$ cat src/rtl/mul_accumulate.sv
// Accumulates a stream of unsigned products into a running sum and returns
// sum, term count and carry-out flag through a valid/ready handshake, one
// result per sequence terminated by prod_last.
module mul_accumulate #(
  parameter int unsigned WIDTH     = 32,
  parameter int unsigned CNT_WIDTH = 16
) (
  input  logic                 clk,
  input  logic                 rst_n,
  input  logic                 clr,
  input  logic [WIDTH-1:0]     prod,
  input  logic                 prod_valid,
  input  logic                 prod_last,
  output logic                 prod_ready,
  output logic [WIDTH-1:0]     sum,
  output logic [CNT_WIDTH-1:0] sum_count,
  output logic                 sum_ovf,
  output logic                 sum_valid,
  input  logic                 sum_ready
);

  typedef enum logic [0:0] {StAcc, StHold} state_e;

  state_e               state;
  logic [WIDTH-1:0]     acc;
  logic [CNT_WIDTH-1:0] cnt;
  logic                 ovf;

  logic                 beat;
  logic [WIDTH:0]       add_full;
  logic [CNT_WIDTH-1:0] cnt_inc;
  logic                 ovf_next;

  // Handshake decode, widened add (top bit is the carry-out), saturating count
  always_comb begin
    prod_ready = (state == StAcc) && !clr;
    beat       = prod_valid && prod_ready;
    add_full   = {1'b0, acc} + {1'b0, prod};
    ovf_next   = ovf | add_full[WIDTH];
    cnt_inc    = (cnt == {CNT_WIDTH{1'b1}}) ? cnt : cnt + CNT_WIDTH'(1);
  end

  // Accumulator FSM with registered result outputs; clr overrides everything
  always_ff @(posedge clk or negedge rst_n) begin
    if (!rst_n) begin
      state     <= StAcc;
      acc       <= '0;
      cnt       <= '0;
      ovf       <= 1'b0;
      sum       <= '0;
      sum_count <= '0;
      sum_ovf   <= 1'b0;
      sum_valid <= 1'b0;
    end else if (clr) begin
      // Result data is deliberately kept; only the pending handshake is dropped
      state     <= StAcc;
      acc       <= '0;
      cnt       <= '0;
      ovf       <= 1'b0;
      sum_valid <= 1'b0;
    end else begin
      unique case (state)
        StAcc: begin
          if (beat) begin
            if (prod_last) begin
              sum       <= add_full[WIDTH-1:0];
              sum_count <= cnt_inc;
              sum_ovf   <= ovf_next;
              sum_valid <= 1'b1;
              acc       <= '0;
              cnt       <= '0;
              ovf       <= 1'b0;
              state     <= StHold;
            end else begin
              acc <= add_full[WIDTH-1:0];
              cnt <= cnt_inc;
              ovf <= ovf_next;
            end
          end
        end
        StHold: begin
          if (sum_valid && sum_ready) begin
            sum_valid <= 1'b0;
            state     <= StAcc;
          end
        end
        default: state <= StAcc;
      endcase
    end
  end

endmodule

$ cat config.mk
export PLATFORM = sky130hd
export DESIGN_NAME = mul_accumulate
export DESIGN_NICKNAME = d
export VERILOG_FILES = /design/src/rtl/mul_accumulate.sv
export SDC_FILE = /design/constraint.sdc
export NUM_CORES = 1
export LEC_CHECK = 0
export ABC_CLOCK_PERIOD_IN_PS = 2980
export BUFFER_PORTS_ARGS = -buffer_cell sky130_fd_sc_hd__buf_2
export CAP_MARGIN = 10
export CORE_ASPECT_RATIO = 1.75
export CORE_UTILIZATION = 58
export DETAILED_ROUTE_END_ITERATION = 16
export GPL_TIMING_DRIVEN = 1
export PLACE_DENSITY = 0.87
export SLEW_MARGIN = 15
export SYNTH_ARGS = -nofsm -noshare
export SYNTH_HDL_FRONTEND = slang
export SYNTH_SLANG_ARGS = --single-unit
$ cat constraint.sdc
create_clock -name clk -period 2.98 [get_ports clk]
set_clock_uncertainty 0.05 [all_clocks]
set_input_delay 0.745 -clock clk [delete_from_list [all_inputs] [get_ports clk]]
set_output_delay 0.745 -clock clk [all_outputs]
set_load 0.05 [all_outputs]
=== After elaboration in Yosys (flattened, before gate mapping) ===
Index checks and enable logic that the tools add are counted.

* Eq/ne operators: 5
* Add/sub/neg operators: 2
* Bitwise gates (word level): 3
* Reduce and logical (&&, ||, !) cells: 8
* Muxes and demuxes: 23

{| class="wikitable"
|+ Operator list
! kind !! count
|-
| $mux W32 || 4
|-
| $mux W16 || 5
|-
| $add A32 B32 Y33 || 1
|-
| $add A16 B1 Y16 const B || 1
|-
| $eq A16 B16 Y1 const B || 1
|-
| $mux W1 || 12
|-
| $ne A3 B3 Y1 const B || 2
|-
| $pmux W1 S2 || 2
|-
| $reduce_and A4 Y1 || 1
|-
| $logic_and A1 B1 Y1 || 3
|-
| $ne A3 B2 Y1 const B || 1
|-
| $reduce_and A3 Y1 || 1
|-
| $ne A2 B2 Y1 const B || 1
|-
| $not A1 Y1 || 2
|-
| $reduce_and A2 Y1 || 1
|-
| $reduce_bool A2 Y1 || 1
|-
| $logic_not A1 Y1 || 1
|-
| $or A1 B1 Y1 || 1
|}

* Input port bits: 38
* Register bits: 100
* Logic and storage cells: 49
* Output and inout port bits: 51

=== Longest topological paths before layout ===
* Depth after elaboration: 6
* Gate-level depth with buffers: 9
* Depth with buffers taken out: 9

=== Worst setup path after synthesis ===
No wires, ideal clock.

* Path type: input to register
* From: input prod[0]
* To: register sum[26]
* Arrival time: 2.590 ns
* Setup time: 0.131 ns
* Cell stages on the path: 9
* Slack: 0.210 ns
* Buffers on the path: 0
* Data required time: 2.799 ns
* Cell sequence: ha_1 -> fa_1 -> a21o_1 -> a31o_1 -> nand4_1 -> nand4b_1 -> a311oi_1 -> xor2_1 -> o21ai_1

* Word-level cells in the longest chain between the ends: 1

{| class="wikitable"
|+ Ends and longest elaborated chain
! element !! line !! source
|-
| from (decl) || 11 || <nowiki>input logic [WIDTH-1:0] prod,</nowiki>
|-
| $add A32 B32 Y33 || 38 || <nowiki>add_full = {1'b0, acc} + {1'b0, prod};</nowiki>
|-
| to (signal assigned) || 66 || <nowiki>sum <= add_full[WIDTH-1:0];</nowiki>
|-
| to (decl) || 15 || <nowiki>output logic [WIDTH-1:0] sum,</nowiki>
|}

No other way between the ends.
A chain may end at the register's enable or synchronous reset.

=== Worst setup path in the final report ===
* From: input prod[0]
* To: register acc[26]

* Word-level cells in the longest chain between the ends: 5

{| class="wikitable"
|+ Ends and longest elaborated chain
! element !! line !! source
|-
| $add A32 B32 Y33 || 38 ||
|-
| $mux W32 || 65 || <nowiki>if (prod_last) begin</nowiki>
|-
| $mux W32 || 64 || <nowiki>if (beat) begin</nowiki>
|-
| $mux W32 || 62 || <nowiki>unique case (state)</nowiki>
|-
| $mux W32 || 54 || <nowiki>end else if (clr) begin</nowiki>
|-
| to (signal assigned) || 75 || <nowiki>acc <= add_full[WIDTH-1:0];</nowiki>
|-
| to (decl) || 25 || <nowiki>logic [WIDTH-1:0] acc;</nowiki>
|}

No other way between the ends. The select of a mux whose other input is x is not followed.

==> results.txt <==
----------------------------------------------------
[Clock network]
  Sinks on Clock Net ... 100
  Clock tree from TritonCTS ... yes
  Clock Root Buffer ... clkbuf_16
  Worst-path clk slew ... about 0.070 ns
  Buffer count from post-CTS setup fixing ... 0
  CTS H-tree depth ... 3
  Post-cts hold buffer count ... 0
  Clock latency at the later pin of the worst-skew pair ... approximately 0.36 ns
  Number of cells upsized or downsized after cts ... 0
  CTS Buffer Depth ... 2
  CTS Buf Count ... 9

[Timing]
  Slew Limit Fails ... 0
  Peak clock frequency supported by timing ... between 0.3 and 0.4 GHz
  Number of hold violations in the final report ... 0
  Setup repair after global routing missed its margin ... false
  Max transition margin ... a little over half
  # setup viols final ... 0
  Total Neg Setup Slack ... 0 ns
  Slew at the pin with the worst max-slew slack ... 0.680 ns
  Final critical-path required period ... approximately 2.8 ns
  Final period utilization ... a little over nine tenths
  Worst path setup slack after routing ... 0.134 ns

[Global routing]
  Number of antenna violations at the first check in global routing ... 0
  Maximum number of pins on one net before global-route repair ... 45
  Vias in the first global route ... 5539
  GRT Resource Usage Total ... around 30%
  Wire length of the first global-routing pass ... 25700 um
  Global-route congestion overflow total ... 0

[Synthesis]
  Share of the synthesized area in the top cell type ... roughly 40%
  #FFs+latches synth ... 100
  Cell with the most instances after synthesis ... nand2_1
  Number of instances in the synthesized netlist ... ~660
  Post-synth design cell area ... a little over 0.006 sq mm
  Number of synthesized flops with an enable pin ... 0
  Post-synthesis async set-or-reset flop share ... 100%
  Number of distinct library cells after synthesis ... 74
  Total of warnings raised by yosys ... 0
  Post-Syn Nets ... around 730
  Top flip-flop cell by instance count after synthesis ... dfrtp_1
  Synth top cells by count ... nand2_1 (106), dfrtp_1 (100), o21ai_0 (41), a21oi_1 (37), ha_1 (33)
  Share of the yosys chip area belonging to registers ... 40.5%
  Largest area contributor in the synthesized netlist ... dfrtp_1
  Average size of a mapped cell ... about 9.4 sq um
  Cells taking the most area after synthesis ... dfrtp_1 (41%), ha_1 (6.7%), nand2_1 (6.4%)

[Worst hold path]
  Min-delay worst type ... input port to asynchronous set/reset pin

[Layout]
  Final standard cell count with taps included and fillers excluded ... between 800 and 900
  Ant diodes ... 0
  Fraction of the core area covered by cells at the end of the flow ... between 60% and 70%
  Synthesis-to-layout area growth ... 16.1%
  Fill cell count ... about 800
  Number of nets in the layout ... 822
  Share of final-layout standard cells stronger than drive strength 1 ... between 20 and 25%

[Setup path]
  Capturing point of the worst reg2reg path ... acc[26]$_DFFE_PN0P_
  Worst-path maximum fanout ... 3
  Worst path buffer plus inverter count ... 1
  Crit-path max cell delay ... slightly above 0.4 ns
  Master of the slowest instance on the critical path ... fa_1
  Worst Path Class, Setup ... input port to register
  Required time reported for the critical path endpoint ... 3.14 ns
  Reg2reg start ... acc[0]$_DFFE_PN0P_
  Type of origin of the critical path ... input port
  Critical path launch point ... prod[0]
  CP top delay family ... compound AO/OA/AOI/OAI gates
  Count of cells along the worst register-to-register path ... 9
  Register-to-register path setup slack ... around 0.22 ns
  Data arrival time at the worst-slack endpoint ... roughly 3 ns
  Cell Chain, Critical Path ... buf_2 > ha_1 > fa_1 > a21o_1 > a31o_1 > nand4_1 > nand4b_1 > a311oi_1 > xor2_1 > o21ai_1
  Depth of the critical timing path with buffers and inverters included ... 10
  CP Capture Point ... acc[26]$_DFFE_PN0P_
  CP Capture Type ... register

[Flow run]
  # Max-Cap Violations ... 0

[Detailed routing]
  Drt pass-1 iters ... 5
  Remaining design rule violation count ... 0
  1st-iter DRT viols ... 299
  Total wire length after detailed routing ... approximately 16000 um
  Avg Vias per Cell ... 6.24
  Antenna-violating nets left ... 0
  Post-DR wirelength/cell ... between 15 and 20 um
  Via count ... around 5.5k

[Pwr]
  Maximum ir drop on the vdd rail ... between 0.4 and 0.5 mV
  Portion of total power attributed to sequential cells ... ~38%
  Int Pwr ... roughly 2700 uW
  Clock power share ... between 20% and 30%
  Power Density ... roughly 600 mW/mm^2
  Switch share ... around two fifths
  Leak ... 0.00340 uW
  Switching pwr ... roughly 1600 uW
  Overall power ... ~4300 uW
  Gate power share ... about a third

[Floorplan]
  Die X ... ~80 um
  Starting Density ... about 60%
  Placeable core area ... about 0.01 sq mm
  Row cnt ... 49
  Overall die area ... 0.0111 sq mm
  Vertical extent of the die ... 138 um
  I/O pin total ... 89

[Placed design]
  Worst Setup Slack post-DPL ... -0.172 ns
  Number of buffers inserted by port buffering ... between 80 and 90
  Final estimated routing congestion in global placement ... 1.03
  Dpl hpwl ... between 10000 and 15000 um
  Placed insts ... 866

[Outcome]
  Outcome ... finished clean

----------------------------------------------------
final cells by class:
| cell class | instances | area (sq um) | area share, % |
|---|---|---|---|
| clock buffers | 12 | 267 | 3.72 |
| clock inverters | 4 | 52.6 | 0.733 |
| inverters | 14 | 52.6 | 0.733 |
| multi-input cells | 508 | 3450 | 48.1 |
| flip-flops and latches | 100 | 2500 | 34.9 |
| well taps | 127 | 159 | 2.22 |
| repair buffers | 117 | 686 | 9.57 |
power groups by stage:
stage	registers (uW)	logic [uW]	clock network, uW
after floorplan	2150	539	0
after global placement	1650	1390	0
after detailed placement	1660	1420	0
after CTS	1630	1420	1270
after global routing	1650	1520	1320
final	1630	1430	1260
flip-flops by register name (all words and copies together), names as in the netlist:
register	cells
sum	32
cnt	16
state	1
sum_count	16
ovf	1
sum_valid	1
sum_ovf	1
acc	32
placed cells by master, fill, tap and decap left out, types with 4 or more instances in the layout:
| master | synthesis | layout |
|---|---|---|
| a21oi_1 | 37 | 37 |
| o21bai_1 | 8 | 8 |
| clkbuf_16 | 0 | 9 |
| o21a_1 | 4 | 4 |
| nand2b_1 | 7 | 7 |
| a22o_1 | 23 | 23 |
| a21oi_2 | 4 | 4 |
| ha_1 | 33 | 33 |
| a211oi_1 | 8 | 8 |
| nor2_1 | 32 | 32 |
| mux2_2 | 14 | 14 |
| buf_4 | 1 | 28 |
| nand2_1 | 106 | 105 |
| or3_1 | 5 | 5 |
| nor3_1 | 6 | 5 |
| o21ai_1 | 22 | 22 |
| buf_2 | 7 | 87 |
| inv_1 | 12 | 12 |
| a21o_1 | 5 | 5 |
| o22ai_1 | 4 | 4 |
| nand3_1 | 12 | 12 |
| a31oi_1 | 12 | 12 |
| dfrtp_1 | 100 | 100 |
| nand4_1 | 12 | 12 |
| o31ai_1 | 5 | 5 |
| o21ai_0 | 41 | 41 |
| xor2_1 | 16 | 16 |
| xnor2_1 | 23 | 23 |
through the flow:
| stage | hold WS, ns | instance area [sq um] |
|---|---|---|
| after floorplan | 0.399 | 6170 |
| after global placement | 0.405 | 6850 |
| after detailed placement | 0.414 | 6850 |
| after CTS | 0.322 | 7170 |
| after global routing | 0.345 | 7170 |
| final | 0.309 | 7170 |
cells by family (layout without fill, tap and decap cells):
group	Yosys count	in the layout	share of synthesized area (%)
simple gates	218	218	17.9
compound gates	201	201	22.4
flops	100	100	40.5
buf+inv	51	147	3.79
xor+xnor	39	39	5.53
fa+ha+maj	34	34	7.01
mux	16	16	2.88
worst min-delay path by stage:
stage,startpoint,endpoint,slack [ns],depth (start not counted)
after floorplan,rst_n,acc[0]$_DFFE_PN0P_,0.40,0
after global placement,sum[0]$_DFFE_PN0P_,sum[0]$_DFFE_PN0P_,0.41,2
after detailed placement,sum[0]$_DFFE_PN0P_,sum[0]$_DFFE_PN0P_,0.41,2
after CTS,rst_n,sum[25]$_DFFE_PN0P_,0.32,1
after global routing,rst_n,cnt[3]$_DFFE_PN0P_,0.35,1
final,rst_n,sum_count[4]$_DFFE_PN0P_,0.31,1
routing by layer:
metal	vias to the layer above	track usage [%]	wire length, um
met5	-	0	0
met4	0	17.9	692
met3	59	4.16	669
met2	196	51.1	8410
met1	2675	34.6	5980
li1	2574	-	-
Note: power is estimated with default switching activity, not from simulation.
